--- src/rtl/scan_display_ctrl_if.sv ---
// Host-side controls and board-pin outputs of the multiplexed seven-segment controller.
interface scan_display_ctrl_if #(
    parameter int NUM_DIGITS = 4
);
    logic                    en;
    logic                    load;
    logic [4*NUM_DIGITS-1:0] value;
    logic                    lz_suppress;
    logic [6:0]              seg;
    logic [NUM_DIGITS-1:0]   dig_en;
    logic                    frame_done;
    logic                    load_ack;

    modport master (
        output en, load, value, lz_suppress,
        input  seg, dig_en, frame_done, load_ack
    );
    modport slave (
        input  en, load, value, lz_suppress,
        output seg, dig_en, frame_done, load_ack
    );
endinterface

--- src/rtl/scan_display_ctrl.sv ---
// Time-multiplexed seven-segment scanner with frame-boundary commit of new display words.
// State | meaning:  SHOW | digit idx lit for REFRESH_DIV cycles;  GAP | all digits blank between digits
module scan_display_ctrl #(
    parameter int NUM_DIGITS  = 4,
    parameter int REFRESH_DIV = 50000,
    parameter int GAP_CYCLES  = 8
) (
    input  logic               clk,
    input  logic               rst,
    scan_display_ctrl_if.slave bus
);
    localparam int W    = 4 * NUM_DIGITS;
    localparam int MAXC = (REFRESH_DIV > GAP_CYCLES) ? REFRESH_DIV : GAP_CYCLES;
    localparam int CW   = (MAXC > 1) ? $clog2(MAXC) : 1;
    localparam int IW   = (NUM_DIGITS > 1) ? $clog2(NUM_DIGITS) : 1;

    localparam logic [CW-1:0] SHOW_LAST = CW'(REFRESH_DIV - 1);
    localparam logic [CW-1:0] GAP_LAST  = CW'((GAP_CYCLES > 0) ? GAP_CYCLES - 1 : 0);
    localparam logic [IW-1:0] IDX_LAST  = IW'(NUM_DIGITS - 1);

    typedef enum logic [0:0] {
        ST_SHOW = 1'b0,
        ST_GAP  = 1'b1
    } state_t;

    state_t            state_q, state_d;
    logic [IW-1:0]     idx_q, idx_d;
    logic [CW-1:0]     cnt_q, cnt_d;
    logic              parked_q, parked_d;
    logic [W-1:0]      disp_q, disp_d;
    logic [W-1:0]      pend_q, pend_d;
    logic              pend_v_q, pend_v_d;
    logic [6:0]        seg_q, seg_d;
    logic [NUM_DIGITS-1:0] dig_en_q, dig_en_d;
    logic              fd_q, fd_d;
    logic              ack_q, ack_d;
    logic [IW-1:0]     idx_next;

    function automatic logic [6:0] seg_decode(input logic [3:0] n);
        case (n)
            4'd0:    return 7'h7E;
            4'd1:    return 7'h30;
            4'd2:    return 7'h6D;
            4'd3:    return 7'h79;
            4'd4:    return 7'h33;
            4'd5:    return 7'h5B;
            4'd6:    return 7'h5F;
            4'd7:    return 7'h70;
            4'd8:    return 7'h7F;
            4'd9:    return 7'h7B;
            default: return 7'h36;
        endcase
    endfunction

    function automatic logic is_leading_zero(input logic [W-1:0] d, input logic [IW-1:0] i);
        logic z;
        z = (i != '0);
        for (int k = 0; k < NUM_DIGITS; k++) begin
            if (k >= int'(i) && d[4*k +: 4] != 4'd0) begin
                z = 1'b0;
            end
        end
        return z;
    endfunction

    assign idx_next = (idx_q == IDX_LAST) ? '0 : idx_q + 1'b1;

    always_comb begin
        state_d  = state_q;
        idx_d    = idx_q;
        cnt_d    = cnt_q;
        parked_d = parked_q;
        disp_d   = disp_q;
        pend_d   = pend_q;
        pend_v_d = pend_v_q;
        ack_d    = 1'b0;
        fd_d     = 1'b0;
        seg_d    = '0;
        dig_en_d = '0;

        if (!bus.en) begin
            // Parked: nothing is visible, so commits need not wait for a frame edge.
            state_d  = ST_SHOW;
            idx_d    = '0;
            cnt_d    = '0;
            parked_d = 1'b1;
            if (bus.load) begin
                disp_d   = bus.value;
                pend_v_d = 1'b0;
                ack_d    = 1'b1;
            end else if (pend_v_q) begin
                disp_d   = pend_q;
                pend_v_d = 1'b0;
                ack_d    = 1'b1;
            end
        end else begin
            if (fd_q) begin
                if (bus.load) begin
                    disp_d = bus.value;
                end else if (pend_v_q) begin
                    disp_d = pend_q;
                end
                pend_v_d = 1'b0;
            end else if (bus.load) begin
                pend_d   = bus.value;
                pend_v_d = 1'b1;
            end

            // Leaving park holds SHOW(0) at cnt 0 so digit 0 gets its full dwell.
            if (parked_q) begin
                parked_d = 1'b0;
            end else begin
                case (state_q)
                    ST_SHOW: begin
                        if (cnt_q == SHOW_LAST) begin
                            cnt_d = '0;
                            if (GAP_CYCLES == 0) begin
                                idx_d = idx_next;
                            end else begin
                                state_d = ST_GAP;
                            end
                        end else begin
                            cnt_d = cnt_q + 1'b1;
                        end
                    end
                    ST_GAP: begin
                        if (cnt_q == GAP_LAST) begin
                            cnt_d   = '0;
                            state_d = ST_SHOW;
                            idx_d   = idx_next;
                        end else begin
                            cnt_d = cnt_q + 1'b1;
                        end
                    end
                    default: state_d = ST_SHOW;
                endcase
            end

            if (state_d == ST_SHOW) begin
                if (!(bus.lz_suppress && is_leading_zero(disp_d, idx_d))) begin
                    seg_d    = seg_decode(disp_d[4*idx_d +: 4]);
                    dig_en_d = NUM_DIGITS'(1) << idx_d;
                end
                fd_d = (idx_d == IDX_LAST) && (cnt_d == SHOW_LAST);
            end
        end
    end

    always_ff @(posedge clk) begin
        if (rst) begin
            state_q  <= ST_SHOW;
            idx_q    <= '0;
            cnt_q    <= '0;
            parked_q <= 1'b1;
            disp_q   <= '0;
            pend_q   <= '0;
            pend_v_q <= 1'b0;
            seg_q    <= '0;
            dig_en_q <= '0;
            fd_q     <= 1'b0;
            ack_q    <= 1'b0;
        end else begin
            state_q  <= state_d;
            idx_q    <= idx_d;
            cnt_q    <= cnt_d;
            parked_q <= parked_d;
            disp_q   <= disp_d;
            pend_q   <= pend_d;
            pend_v_q <= pend_v_d;
            seg_q    <= seg_d;
            dig_en_q <= dig_en_d;
            fd_q     <= fd_d;
            ack_q    <= ack_d;
        end
    end

    // A frame-edge commit is acknowledged in the commit cycle itself, alongside frame_done.
    assign bus.load_ack   = !rst && (ack_q || (bus.en && fd_q && (pend_v_q || bus.load)));
    assign bus.seg        = seg_q;
    assign bus.dig_en     = dig_en_q;
    assign bus.frame_done = fd_q;
endmodule

--- src/flat_wrapper.sv ---
// flat-port wrapper written by rule: the top's interface ports become plain ports
module scan_display_ctrl_flat 
#(
    parameter int NUM_DIGITS  = 4,
    parameter int REFRESH_DIV = 50000,
    parameter int GAP_CYCLES  = 8
)
  (clk, rst, bus_en, bus_load, bus_value, bus_lz_suppress, bus_seg, bus_dig_en, bus_frame_done, bus_load_ack);
  scan_display_ctrl_if #(.NUM_DIGITS(NUM_DIGITS)) bus_i ();
  input  logic clk;
  input  logic rst;
  input wire logic [$bits(bus_i.en)-1:0] bus_en;
  input wire logic [$bits(bus_i.load)-1:0] bus_load;
  input wire logic [$bits(bus_i.value)-1:0] bus_value;
  input wire logic [$bits(bus_i.lz_suppress)-1:0] bus_lz_suppress;
  output wire logic [$bits(bus_i.seg)-1:0] bus_seg;
  output wire logic [$bits(bus_i.dig_en)-1:0] bus_dig_en;
  output wire logic [$bits(bus_i.frame_done)-1:0] bus_frame_done;
  output wire logic [$bits(bus_i.load_ack)-1:0] bus_load_ack;
  assign bus_i.en = bus_en;
  assign bus_i.load = bus_load;
  assign bus_i.value = bus_value;
  assign bus_i.lz_suppress = bus_lz_suppress;
  assign bus_seg = bus_i.seg;
  assign bus_dig_en = bus_i.dig_en;
  assign bus_frame_done = bus_i.frame_done;
  assign bus_load_ack = bus_i.load_ack;
  scan_display_ctrl #(.NUM_DIGITS(NUM_DIGITS), .REFRESH_DIV(REFRESH_DIV), .GAP_CYCLES(GAP_CYCLES)) u_core (.clk(clk), .rst(rst), .bus(bus_i));
endmodule
--- config.mk ---
export PLATFORM = sky130hd
export DESIGN_NAME = scan_display_ctrl_flat
export DESIGN_NICKNAME = d
export VERILOG_FILES = /design/src/rtl/scan_display_ctrl_if.sv /design/src/rtl/scan_display_ctrl.sv /design/src/flat_wrapper.sv
export SDC_FILE = /design/constraint.sdc
export NUM_CORES = 1
export LEC_CHECK = 0
export ABC_AREA = 0
export BUFFER_PORTS_ARGS = -buffer_cell sky130_fd_sc_hd__buf_2
export CAP_MARGIN = 5
export CORE_ASPECT_RATIO = 1.25
export CORE_UTILIZATION = 40
export CTS_BUF_LIST = sky130_fd_sc_hd__clkbuf_2 sky130_fd_sc_hd__clkbuf_4 sky130_fd_sc_hd__clkbuf_8
export DETAILED_ROUTE_END_ITERATION = 12
export MAX_ROUTING_LAYER = met4
export SYNTH_ARGS = -nofsm -noshare
export SYNTH_HDL_FRONTEND = slang
export SYNTH_SLANG_ARGS = --single-unit
--- constraint.sdc ---
create_clock -name clk -period 2.9 [get_ports clk]
set_input_delay 0.58 -clock clk [delete_from_list [all_inputs] [get_ports clk]]
set_output_delay 0.58 -clock clk [all_outputs]
set_load 0.005 [all_outputs]
Word-level counts from Yosys, hierarchy flattened
Memories as Yosys holds them, arrays and structs flattened. A register that Yosys moved wholly into a read port is not among the register bits.
Cells that the tools add are included.
W data, S select, Z words.
{ "totals": {"n_memories": 1, "wordCells": 77, "out_inout_bits": 13, "inputBits": 21, "reg_bits": 59, "rom_bits": 112} }
{ "memory_table": {"columns": ["memory", "words", "width", "read_ports", "rd_ports_with_merged_regs", "wr", "line_no", "rtl"], "rows": [
  ["(name not given)", 16, 7, 1, 1, 0, "scan_display_ctrl.sv:40", "case (n)"]
]} }
{ "op_classes": {"n_mux": 29, "n_reduce_logical": 22, "n_lt_le_gt_ge": 3, "n_eq_ne": 5, "bitwise": 3, "shifts": 2, "add_sub_neg": 2} }
{ "op_table": {"columns": ["cell", "count"], "rows": [
  ["$mux W16", 9],
  ["$eq A16 B16 Y1 const B", 2],
  ["$pmux W16 S2", 1],
  ["$add A16 B1 Y16 const B", 1],
  ["$eq A16 B3 Y1 const B", 1],
  ["$reduce_bool A4 Y1", 4],
  ["$shiftx A16 B5 Y4", 1],
  ["$mux W1", 13],
  ["$mux W2", 5],
  ["$logic_and A1 B1 Y1", 8],
  ["$reduce_or A3 Y1", 2],
  ["$eq A2 B2 Y1 const B", 2],
  ["$ge A1 B2 Y1 const A", 2],
  ["$reduce_or A2 Y1", 2],
  ["$reduce_or A4 Y1", 1],
  ["$shl A1 B2 Y4 const A", 1],
  ["$not A1 Y1", 3],
  ["$reduce_and A3 Y1", 1],
  ["$add A2 B1 Y2 const B", 1],
  ["$ge A2 B2 Y1 const A", 1],
  ["$logic_or A1 B1 Y1", 2],
  ["$pmux W1 S2", 1],
  ["$reduce_bool A2 Y1", 1],
  ["$logic_not A1 Y1", 1]
]} }

Logic depth before layout (Yosys ltp)
Gate-level depths: netlist of the first run.
{ "logic_depth": {"ltp_word": 16, "ltp_mapped": 13, "depth_no_buf": 11} }

Worst setup path before layout of the first run
OpenSTA, ideal clock, no wires.
{ "synth_timing": {"kind": "register to register", "from": "register u_core.cnt_q[0]", "to": "register u_core.seg_q[3] (netlist: u_core.bus.seg[3])", "n_path_buf": 0, "slack_ns": -0.220, "required_ns": 2.833, "stages_incl_launch_ff": 12, "setup_ns": 0.067, "synth_period_minus_slack_ns": 3.120, "arrival_time_ns": 3.053, "path_cell_list": "dfxtp_1 > ha_1 > nand3b_2 > nor4_4 > and3_4 > mux2i_2 > mux2_2 > mux2i_1 > ha_1 > inv_1 > or4_4 > o21ai_2"} }
{ "synth_between": {"elab_chain_len": 15, "elab_cells_between_ends": 27, "cone_classes": "3 x order compare; 2 x eq/ne; 1 x shift; 15 x mux; 6 x reduce/logical"} }
{ "synth_lines": {"columns": ["item", "line_no", "rtl"], "rows": [
  ["from (decl)", "scan_display_ctrl.sv:28", "logic [CW-1:0] cnt_q, cnt_d;"],
  ["from (signal assigned)", "scan_display_ctrl.sv:165", "cnt_q <= cnt_d;"],
  ["$eq A16 B3 Y1", "scan_display_ctrl.sv:127", "if (cnt_q == GAP_LAST) begin"],
  ["$mux W2", "scan_display_ctrl.sv:127", null],
  ["$mux W2", "scan_display_ctrl.sv:113", "case (state_q)"],
  ["$mux W2", "scan_display_ctrl.sv:110", "if (parked_q) begin"],
  ["$mux W2", "scan_display_ctrl.sv:81", "if (!bus.en) begin"],
  ["$ge A1 B2 Y1", "scan_display_ctrl.sv:59", "if (k >= int'(i) && d[4*k +: 4] != 4'd0) begin"],
  ["$logic_and A1 B1 Y1", "scan_display_ctrl.sv:59", null],
  ["$mux W1 (4 in a row)", "scan_display_ctrl.sv:59", null],
  ["$mux W1", "scan_display_ctrl.sv:139", "if (state_d == ST_SHOW) begin"],
  ["$mux W1", "scan_display_ctrl.sv:81", null],
  ["$logic_and A1 B1 Y1", "scan_display_ctrl.sv:140", "if (!(bus.lz_suppress && is_leading_zero(disp_d, idx_d))) begin"],
  ["$reduce_or A4 Y1 (no line)", null, null],
  ["to (decl)", "scan_display_ctrl.sv:33", "logic [6:0] seg_q, seg_d;"]
]} }
Parallel ways exist; a longest one is shown, timed or not. The select of a mux whose other input is x is not followed.
A chain may end at the register's enable or synchronous reset.

Final worst setup path of the first run
{ "layout_timing": {"from": "register u_core.cnt_q[0]", "to": "register u_core.seg_q[6] (netlist: u_core.bus.seg[6])"} }
The elaborated chain is that of the path after synthesis.

==> impl_metrics.tcl, run 1 <==
set metrics [dict create \
    relSlewSlack 0.643 \
    critPathMaxFanout 6 \
    clkLatencyLatePin_ns 0.36 \
    p_sw_mw 0.529 \
    die_area_sq_mm 0.00968 \
    cts_buffer_depth 2 \
    htree_levels 3 \
    ys_ff_latch 66 \
    wl_um 9460 \
    cp-startpoint "u_core.cnt_q[0]$_SDFF_PP0_" \
    track_usage 0.220 \
    design_area_sq_mm 0.00452 \
    synth_seq_area_share 0.356 \
    synth_cell_types 51 \
    drtIter0Drc 145 \
    avgSynthCellArea_sq_um 8.08 \
    syn-num-nets 488 \
    worstPathRequired_ns 3.19 \
    criticalPathCategory "reg2reg" \
    finalSetupViolCount 0 \
    wl_per_cell_um 14.9 \
    first_pass_iters 5 \
    hp-class "reg2reg" \
    root_buffer "clkbuf_8" \
    grt_max_degree 35 \
    hpwlAfterDp_um 6850 \
    hold_path.startpoint "u_core.pend_q[7]$_SDFFE_PP0P_" \
    antenna_found_initial 0 \
    tightest_slew_ns 0.536 \
    synth_edf_count 0 \
    fin_cells 637 \
    grt_overflow 0 \
    powerDensity_mw_per_mm2 463 \
    cts_made_buffers 9 \
    route.detailed.drc 0 \
    slew_viol_final 0 \
    hold-worst-slack_ns 0.469 \
    start_util 0.420 \
    dpl_worst_slack_ns -0.0257 \
    core_area_sq_mm 0.00884 \
    cts_tree "done" \
    start_kind "register" \
    seqPwrFrac 0.460 \
    cts.clk_slew.worst_paths_ns 0.07 \
    leakage_nw 1.74 \
    drtAntennaViolNets 0 \
    grt_pass1_wl_um 15800 \
    period_share 0.950 \
    fin_crit_ns 2.75 \
    fmax_ghz 0.363 \
    port_buffers 33 \
    layout.nets 540 \
    via_count 3476 \
    num_rows 38 \
    dp_cells 617 \
    drive_above_1_share 0.244 \
    vdd_drop_max_v 0.000250 \
    io_pins 34 \
    finalClockSkew_ns 0.00976 \
    internal-power_mw 1.56 \
    setup_ws_ns 0.145 \
    ys.flop_type "dfxtp_1" \
    p_sw_frac 0.253 \
    comb_power_share 0.121 \
    async_flop_share 0 \
    clkSinkCount 66 \
    gp_congestion 0.850 \
    r2r_setup_slack_ns 0.15 \
    fp.dieW_um 88.2 \
    critPathCaptureType "register" \
    drv_cap 0 \
    netlist_area_sq_mm 0.00371 \
    num_antenna_cells 0 \
    syn_to_final_growth_pct 21.8 \
    yosys_warnings 0 \
    p_clk_frac 0.420 \
    grt_pass1_vias 3267 \
    arrival_ns 3.04 \
    fp.dieH_um 110 \
    outcome "complete, no violations" \
    vias_per_cell 5.46 \
    rr_startpoint "u_core.cnt_q[0]$_SDFF_PP0_" \
    finalHoldViolCount 0 \
    place_area_sq_mm 0.00423 \
    syn_inst 460 \
]
[routing by layer]
metal | global-route usage | up-vias | wire length, um
met5 | - | - | 0
met4 | 0.0991 | 0 | 170
li1 | - | 1758 | -
met3 | 0.0405 | 14 | 313
met2 | 0.356 | 70 | 4750
met1 | 0.264 | 1634 | 4230
[layout make-up]
class	count	area, sq um
clock buffer	11	145
timing repair buffer	71	463
fill	884	4320
multi-input combinational	357	2330
sequential	66	1330
inverter	7	28.8
tap	120	150
clock inverter	5	77.6
[through the flow]
stage	utilization	total power, mW	TNS, ns
after floorplan	-	1.15	0
after global routing	0.511	2.18	-0.0138
after detailed placement	0.478	1.23	-0.0355
after global placement	0.478	1.23	0
final	0.511	2.09	0
after CTS	0.504	2.11	0
[cell families after synthesis]
kind of cell,after synthesis,synth area share
DFF,66,0.356
buffers and inverters,37,0.0455
and+or+nand+nor,186,0.242
muxes,34,0.102
adders and majority gates,7,0.0236
xor gates and xnor gates,16,0.0377
AOI/OAI and AO/OA,114,0.193
[Yosys cell counts (2+ instances only)]
cell       instances  area (sq um)
buf_2              8          40.0
ha_1               7          87.6
nor3_1            11          55.1
and3_4             2          22.5
o22ai_1           33           206
a21oi_1           44           220
or2_2              2          12.5
mux2_4             2          30.0
nand3_1            5          25.0
nor4_1             3          18.8
o211ai_4           2          42.5
nand2b_1           3          18.8
nor2_1            79           297
mux2i_2            3          41.3
mux2_2             5          56.3
a31oi_1            8          50.1
xnor2_1            7          61.3
or3_1              3          18.8
inv_1              7          26.3
xor2_1             9          78.8
dfxtp_1           66          1320
o21ai_0            8          40.0
clkbuf_1          18          67.6
nand2_2            2          12.5
nand4_1            5          31.3
nand2_1           46           173
nand3b_1           3          22.5
and3b_1            4          35.0
o221ai_1           3          26.3
nand4b_1           3          26.3
buf_6              2          22.5
mux2i_1           23           230
a211oi_1           3          22.5
a2111oi_0          9          78.8
nor2b_1            6          37.5
[power by group through the flow]
stage                     clock (mW)  combinational [mW]  sequential [mW]
after floorplan                    0               0.169            0.978
after global placement             0               0.243            0.982
after detailed placement           0               0.248            0.983
after CTS                      0.900               0.250            0.962
after global routing           0.933               0.283            0.965
final                          0.878               0.252            0.962
[placed cells by master (no fill, tap or decap), types with 3 or more instances in the layout]
master	instances
buf_2	33
nand4b_1	3
ha_4	3
dfxtp_1	63
nor3_1	11
mux2i_1	20
clkbuf_8	10
o221ai_1	3
o21ai_0	8
a211oi_1	3
mux2_4	4
a2111oi_0	9
nor2_1	79
a21oi_1	44
nand2_1	46
nand4_1	5
nand3b_1	3
mux2_2	3
xnor2_1	7
buf_4	37
a31oi_1	8
mux2i_4	3
xor2_1	9
nor2b_1	6
inv_1	5
nand2b_1	3
or3_1	3
and3b_1	4
ha_1	3
mux2i_2	4
o22ai_1	32
nand3_1	5
[registers in the layout, indices dropped and copies added (netlist names)]
register,count
u_core.cnt_q,16
u_core.disp_q,16
u_core.pend_q,16
u_core.bus.seg,7
u_core.bus.dig_en,4
u_core.idx_q,2
u_core.ack_q,1
u_core.bus.frame_done,1
u_core.parked_q,1
u_core.pend_v_q,1
u_core.state_q,1
[worst max-delay path, stage by stage (launching register included)]
cell	delay, ns
dfxtp_4	0.37
ha_4	0.15
nand3b_4	0.08
nor4_4	0.24
and3_4	0.26
mux2i_4	0.30
buf_4	0.17
mux2_2	0.36
mux2i_4	0.25
mux2_4	0.35
o22ai_2	0.16
[worst paths after layout]
kind	cells past startpoint	to
max reg2reg	10	u_core.bus.seg[6]$_SDFF_PP0_
max	10	u_core.bus.seg[6]$_SDFF_PP0_
min	2	u_core.pend_q[7]$_SDFFE_PP0P_
min reg2reg	2	u_core.pend_q[7]$_SDFFE_PP0P_
[what timing repair did]
item	4_1_cts	5_1_grt
resized for setup	0	10
setup buffers	1	3
pin swaps	0	5
hold endpoints to repair	0	0
hold buffers	0	0
endpoints found under the setup margin	3	8
(Power assumes the default switching activity.)
==> inputs of run 2 (changes only) <==
Settings changed: CAP_MARGIN 5 to 30.
Clock period 2.9 ns to 3.4 ns, I/O delays scaled along.
==> impl_metrics.tcl, run 2 (synthesis gave the netlist of run 1 again) <==
set metrics [dict create \
    relSlewSlack 0.634 \
    place_area_sq_mm 0.00404 \
    drive_above_1_share 0.197 \
    path_delay_family "simple AND/OR/NAND/NOR gates" \
    critPathMaxFanout 7 \
    vias_per_cell 5.48 \
    use_met1 0.255 \
    hold_path.startpoint "u_core.pend_q[4]$_SDFFE_PP0P_" \
    htree_levels 3 \
    drtIter0Drc 123 \
    grt.met3_usage 0.0405 \
    whs_path_depth 2 \
    leakage_nw 1.61 \
    cpPeakStageDelay_ns 0.52 \
    finalSetupViolCount 0 \
    track_usage 0.205 \
    vdd_drop_max_v 0.000213 \
    hp-class "reg2reg" \
    r2r_setup_slack_ns 0.20 \
    wl_per_cell_um 14.9 \
    hpwlAfterDp_um 6590 \
    num_antenna_cells 0 \
    start_util 0.420 \
    antenna_found_initial 0 \
    layout_commonest_cell "nor2_1" \
    grt_util_met2 0.334 \
    grt_setup_unrepaired "no" \
    cts.clk_slew.worst_paths_ns 0.08 \
    route.detailed.drc 0 \
    regArea_sq_mm 0.00132 \
    r2r_cells 12 \
    worstPathRequired_ns 3.68 \
    grt_pass1_wl_um 15000 \
    grt_max_degree 35 \
    fmax_ghz 0.313 \
    first_pass_iters 5 \
    multi_input_area_sq_mm 0.00224 \
    powerDensity_mw_per_mm2 409 \
    largestRegisters "u_core.cnt_q (16), u_core.disp_q (16), u_core.pend_q (16)" \
    finalHoldViolCount 0 \
    critPathCaptureType "register" \
    start_kind "register" \
    fp.dieH_um 110 \
    fillers 881 \
    final_cell_mix "79 x nor2_1, 65 x dfxtp_1, 46 x nand2_1" \
    root_buffer "clkbuf_8" \
    crit_buf_inv 3 \
    criticalPathCategory "reg2reg" \
    wl_um 9290 \
    syn_to_final_growth_pct 15.6 \
    arrival_ns 3.48 \
    finalClockSkew_ns 0.00995 \
    fin_crit_ns 3.20 \
    via_count 3409 \
    period_share 0.940 \
    io_pins 34 \
    num_rows 38 \
    fin_setup_tns_ns 0 \
    port_buffers 33 \
    outcome "complete, no violations" \
    drtAntennaViolNets 0 \
    design_area_sq_mm 0.00429 \
    r2r_end "u_core.bus.seg[3]$_SDFF_PP0_" \
    cts_buffer_depth 2 \
    fp.dieW_um 88.2 \
    slew_viol_final 0 \
    cts_tree "done" \
    tightest_slew_ns 0.550 \
    holdPathEnd "u_core.pend_q[4]$_SDFFE_PP0P_" \
    grt_pass1_vias 3093 \
    die_area_sq_mm 0.00968 \
    cp_slowest_cell "or4_4" \
    layout.nets 525 \
    drv_cap 0 \
    grt_overflow 0 \
    path_cells "ha_2 > nand3b_2 > nor4_4 > and3_4 > buf_4 > mux2_4 > mux2_4 > inv_1 > ha_1 > inv_1 > or4_4 > o21ai_2" \
    clkLatencyLatePin_ns 0.35 \
    cts_made_buffers 9 \
    core_area_sq_mm 0.00884 \
    gp_congestion 0.822 \
    clkSinkCount 66 \
    busiest_layer "met2" \
    rr_startpoint "u_core.cnt_q[0]$_SDFF_PP0_" \
]
run 2: cell count changes in the layout (fill, tap and decap cells not counted), moves of 2 or more:
cell / change
dfxtp_4: -2
ha_1: +3
inv_1: +2
dfxtp_1: +2
mux2i_1: +3
mux2i_2: -2
ha_4: -3
buf_4: -14
run 2: report_power, final:
group          switching, mW  total (mW)  internal (mW)  leakage [nW]
Combinational          0.116       0.202         0.0859         0.969
Sequential            0.0202       0.821          0.801         0.539
Clock                  0.321       0.732          0.411         0.105
run 2: worst max-delay path by stage:
stage	startpoint	end	cells after the start
2_1_floorplan	u_core.cnt_q[0]$_SDFF_PP0_	u_core.bus.seg[3]$_SDFF_PP0_	11
3_3_place_gp	u_core.cnt_q[0]$_SDFF_PP0_	u_core.bus.seg[3]$_SDFF_PP0_	12
3_5_place_dp	u_core.cnt_q[0]$_SDFF_PP0_	u_core.bus.seg[3]$_SDFF_PP0_	12
4_1_cts	u_core.cnt_q[0]$_SDFF_PP0_	u_core.bus.seg[3]$_SDFF_PP0_	12
5_1_grt	u_core.cnt_q[0]$_SDFF_PP0_	u_core.bus.seg[1]$_SDFF_PP0_	12
6_report	u_core.cnt_q[0]$_SDFF_PP0_	u_core.bus.seg[3]$_SDFF_PP0_	12
run 2: layer usage:
| layer | wire [um] | up-vias |
|---|---|---|
| li1 | - | 1716 |
| met1 | 4170 | 1589 |
| met2 | 4580 | 94 |
| met3 | 420 | 10 |
| met4 | 128 | 0 |
| met5 | 0 | - |
run 2: repair_timing:
item | CTS | global route
resized for setup | 0 | 4
hold buffers | 0 | 0
setup endpoints to repair | 0 | 3
setup buffers | 0 | 3
run 2: area by class of cell:
type                    count  share of cell area
multi-input cells         357               0.522
clock inverters             7              0.0219
repair buffers             56              0.0787
well taps                 120              0.0350
flip-flops and latches     66               0.308
clock buffers               9              0.0288
inverters                   7             0.00612
run 2: through the flow:
stage / util / hold slack, ns / std cells / total power [mW] / setup WS, ns
2_1_floorplan: - / 0.444 / 460 / 0.975 / 0.280
3_3_place_gp: 0.457 / 0.458 / 603 / 1.04 / 0.220
3_5_place_dp: 0.457 / 0.461 / 603 / 1.04 / 0.111
4_1_cts: 0.481 / 0.473 / 619 / 1.77 / 0.0897
5_1_grt: 0.486 / 0.495 / 622 / 1.83 / 0.0352
6_report: 0.486 / 0.471 / 622 / 1.76 / 0.204
run 2: tightest hold or removal path: stages (launching register included):
cell and delay [ns]:
dfxtp_1 0.32, nand2_1 0.05, a21oi_1 0.05
==> inputs of run 3 (changes only) <==
Settings changed: ABC_CLOCK_PERIOD_IN_PS from default to 3400, CORE_MARGIN from default to 4.
==> impl_metrics.tcl, run 3 (synthesis gave the netlist of run 1 again) <==
set metrics [dict create \
    outcome "complete, no violations" \
    gp_congestion 0.843 \
    cts.clk_slew.worst_paths_ns 0.07 \
    num_rows 39 \
    r2r_cells 12 \
    final_core_utilization 0.468 \
    critPathCaptureType "register" \
    track_usage 0.183 \
    drive_above_1_share 0.192 \
    io_pins 34 \
    route.detailed.drc 0 \
    p_sw_frac 0.247 \
    cts_buffer_depth 2 \
    num_antenna_cells 0 \
    grt_pass1_vias 3220 \
    start_kind "register" \
    clkLatencyLatePin_ns 0.34 \
    whs_path_depth 2 \
    clkSinkCount 66 \
    dp_cells 607 \
    hp-class "reg2reg" \
    grt_pass1_wl_um 15500 \
    fin_crit_ns 3.24 \
    first_pass_iters 4 \
    fp.dieW_um 94.2 \
    seqPwrFrac 0.494 \
    powerDensity_mw_per_mm2 391 \
    total_power_mw 1.67 \
    relSlewSlack 0.663 \
    die_area_sq_mm 0.0109 \
    arrival_ns 3.52 \
    antenna_found_initial 0 \
    worstPathRequired_ns 3.68 \
    grt_overflow 0 \
    vias_per_cell 5.46 \
    grt_setup_unrepaired "no" \
    setup_ws_ns 0.159 \
    multi_input_area_sq_mm 0.00224 \
    finalClockSkew_ns 0.00636 \
    finalSetupViolCount 0 \
    fillers 928 \
    criticalPathCategory "reg2reg" \
    holdPathEnd "u_core.pend_q[8]$_SDFFE_PP0P_" \
    cts_made_buffers 9 \
    root_buffer "clkbuf_8" \
    wl_um 9160 \
    r2r_end "u_core.bus.seg[3]$_SDFF_PP0_" \
    finalHoldViolCount 0 \
    critPathMaxFanout 8 \
    slew_viol_final 0 \
    internal-power_mw 1.26 \
    tightest_slew_ns 0.496 \
    via_count 3406 \
    fin_setup_tns_ns 0 \
    cts_tree "done" \
    rr_startpoint "u_core.cnt_q[0]$_SDFF_PP0_" \
    vdd_drop_max_v 0.000195 \
    leakage_nw 1.61 \
    hpwlAfterDp_um 6750 \
    port_buffers 33 \
    wl_per_cell_um 14.7 \
    dpl_worst_slack_ns 0.160 \
    htree_levels 3 \
    layout.nets 525 \
    grt_max_degree 35 \
    largestRegisters "u_core.cnt_q (16), u_core.disp_q (16), u_core.pend_q (16)" \
    regArea_sq_mm 0.00132 \
    drv_cap 0 \
    p_clk_frac 0.387 \
    drtIter0Drc 152 \
    period_share 0.953 \
    fmax_ghz 0.309 \
    drtAntennaViolNets 0 \
    syn_to_final_growth_pct 14.9 \
    core_area_sq_mm 0.00913 \
    fp.dieH_um 116 \
    comb_power_share 0.120 \
    final_cell_mix "79 x nor2_1, 66 x dfxtp_1, 46 x nand2_1" \
    p_sw_mw 0.412 \
    hold_path.startpoint "u_core.pend_q[8]$_SDFFE_PP0P_" \
    start_util 0.407 \
    layout_commonest_cell "nor2_1" \
    fin_cells 624 \
    r2r_setup_slack_ns 0.16 \
]
run 3: worst max-delay path, cell delays in order, from the launching register on:
cell and delay [ns]:
dfxtp_1 0.40, ha_1 0.24, nand3b_2 0.11, nor4_4 0.32
and3_4 0.28, buf_4 0.19, mux2_4 0.39, mux2_4 0.27
inv_1 0.08, ha_1 0.27, inv_1 0.05, or4_4 0.52
o21ai_2 0.06
run 3: power by group through the flow:
stage | clock network (mW) | logic [mW] | registers [mW]
after CTS | 0.665 | 0.200 | 0.823
after detailed placement | 0 | 0.200 | 0.840
after global routing | 0.703 | 0.225 | 0.827
after global placement | 0 | 0.197 | 0.839
final | 0.645 | 0.199 | 0.823
after floorplan | 0 | 0.141 | 0.835
run 3: per-layer routing:
metal  global-route usage  up-vias  wire, um
met1                0.217     1581      3960
met5                    -        -         0
met2                0.300       82      4550
li1                     -     1719         -
met4               0.0886        0       256
met3               0.0312       24       394
run 3: cell type report:
cell class,instances,area share
clock buffers,12,0.0358
clock inverters,3,0.00938
inverters,7,0.00615
multi-input cells,357,0.524
flip-flops and latches,66,0.309
well taps,123,0.0360
repair buffers,56,0.0791
run 3: worst max-delay path by stage:
stage | startpoint | end | slack, ns | cells past startpoint
4_1_cts | u_core.cnt_q[0]$_SDFF_PP0_ | u_core.bus.seg[3]$_SDFF_PP0_ | 0.13 | 12
5_1_grt | u_core.cnt_q[0]$_SDFF_PP0_ | u_core.bus.seg[3]$_SDFF_PP0_ | 0.02 | 12
6_report | u_core.cnt_q[0]$_SDFF_PP0_ | u_core.bus.seg[3]$_SDFF_PP0_ | 0.16 | 12
2_1_floorplan | u_core.cnt_q[0]$_SDFF_PP0_ | u_core.bus.seg[3]$_SDFF_PP0_ | 0.28 | 11
3_3_place_gp | u_core.cnt_q[0]$_SDFF_PP0_ | u_core.bus.seg[3]$_SDFF_PP0_ | 0.21 | 12
3_5_place_dp | u_core.cnt_q[0]$_SDFF_PP0_ | u_core.bus.seg[3]$_SDFF_PP0_ | 0.16 | 12
run 3: through the flow:
step	area (sq um)	hold WS, ns
after CTS	4240	0.473
after global routing	4270	0.495
after detailed placement	4050	0.466
after global placement	4050	0.457
after floorplan	3710	0.444
final	4270	0.469
run 3: timing repair:
item	in CTS	in global routing
resized for setup	0	2
buffers inserted	0	2
hold buffers	0	0
setup endpoints to repair	0	2
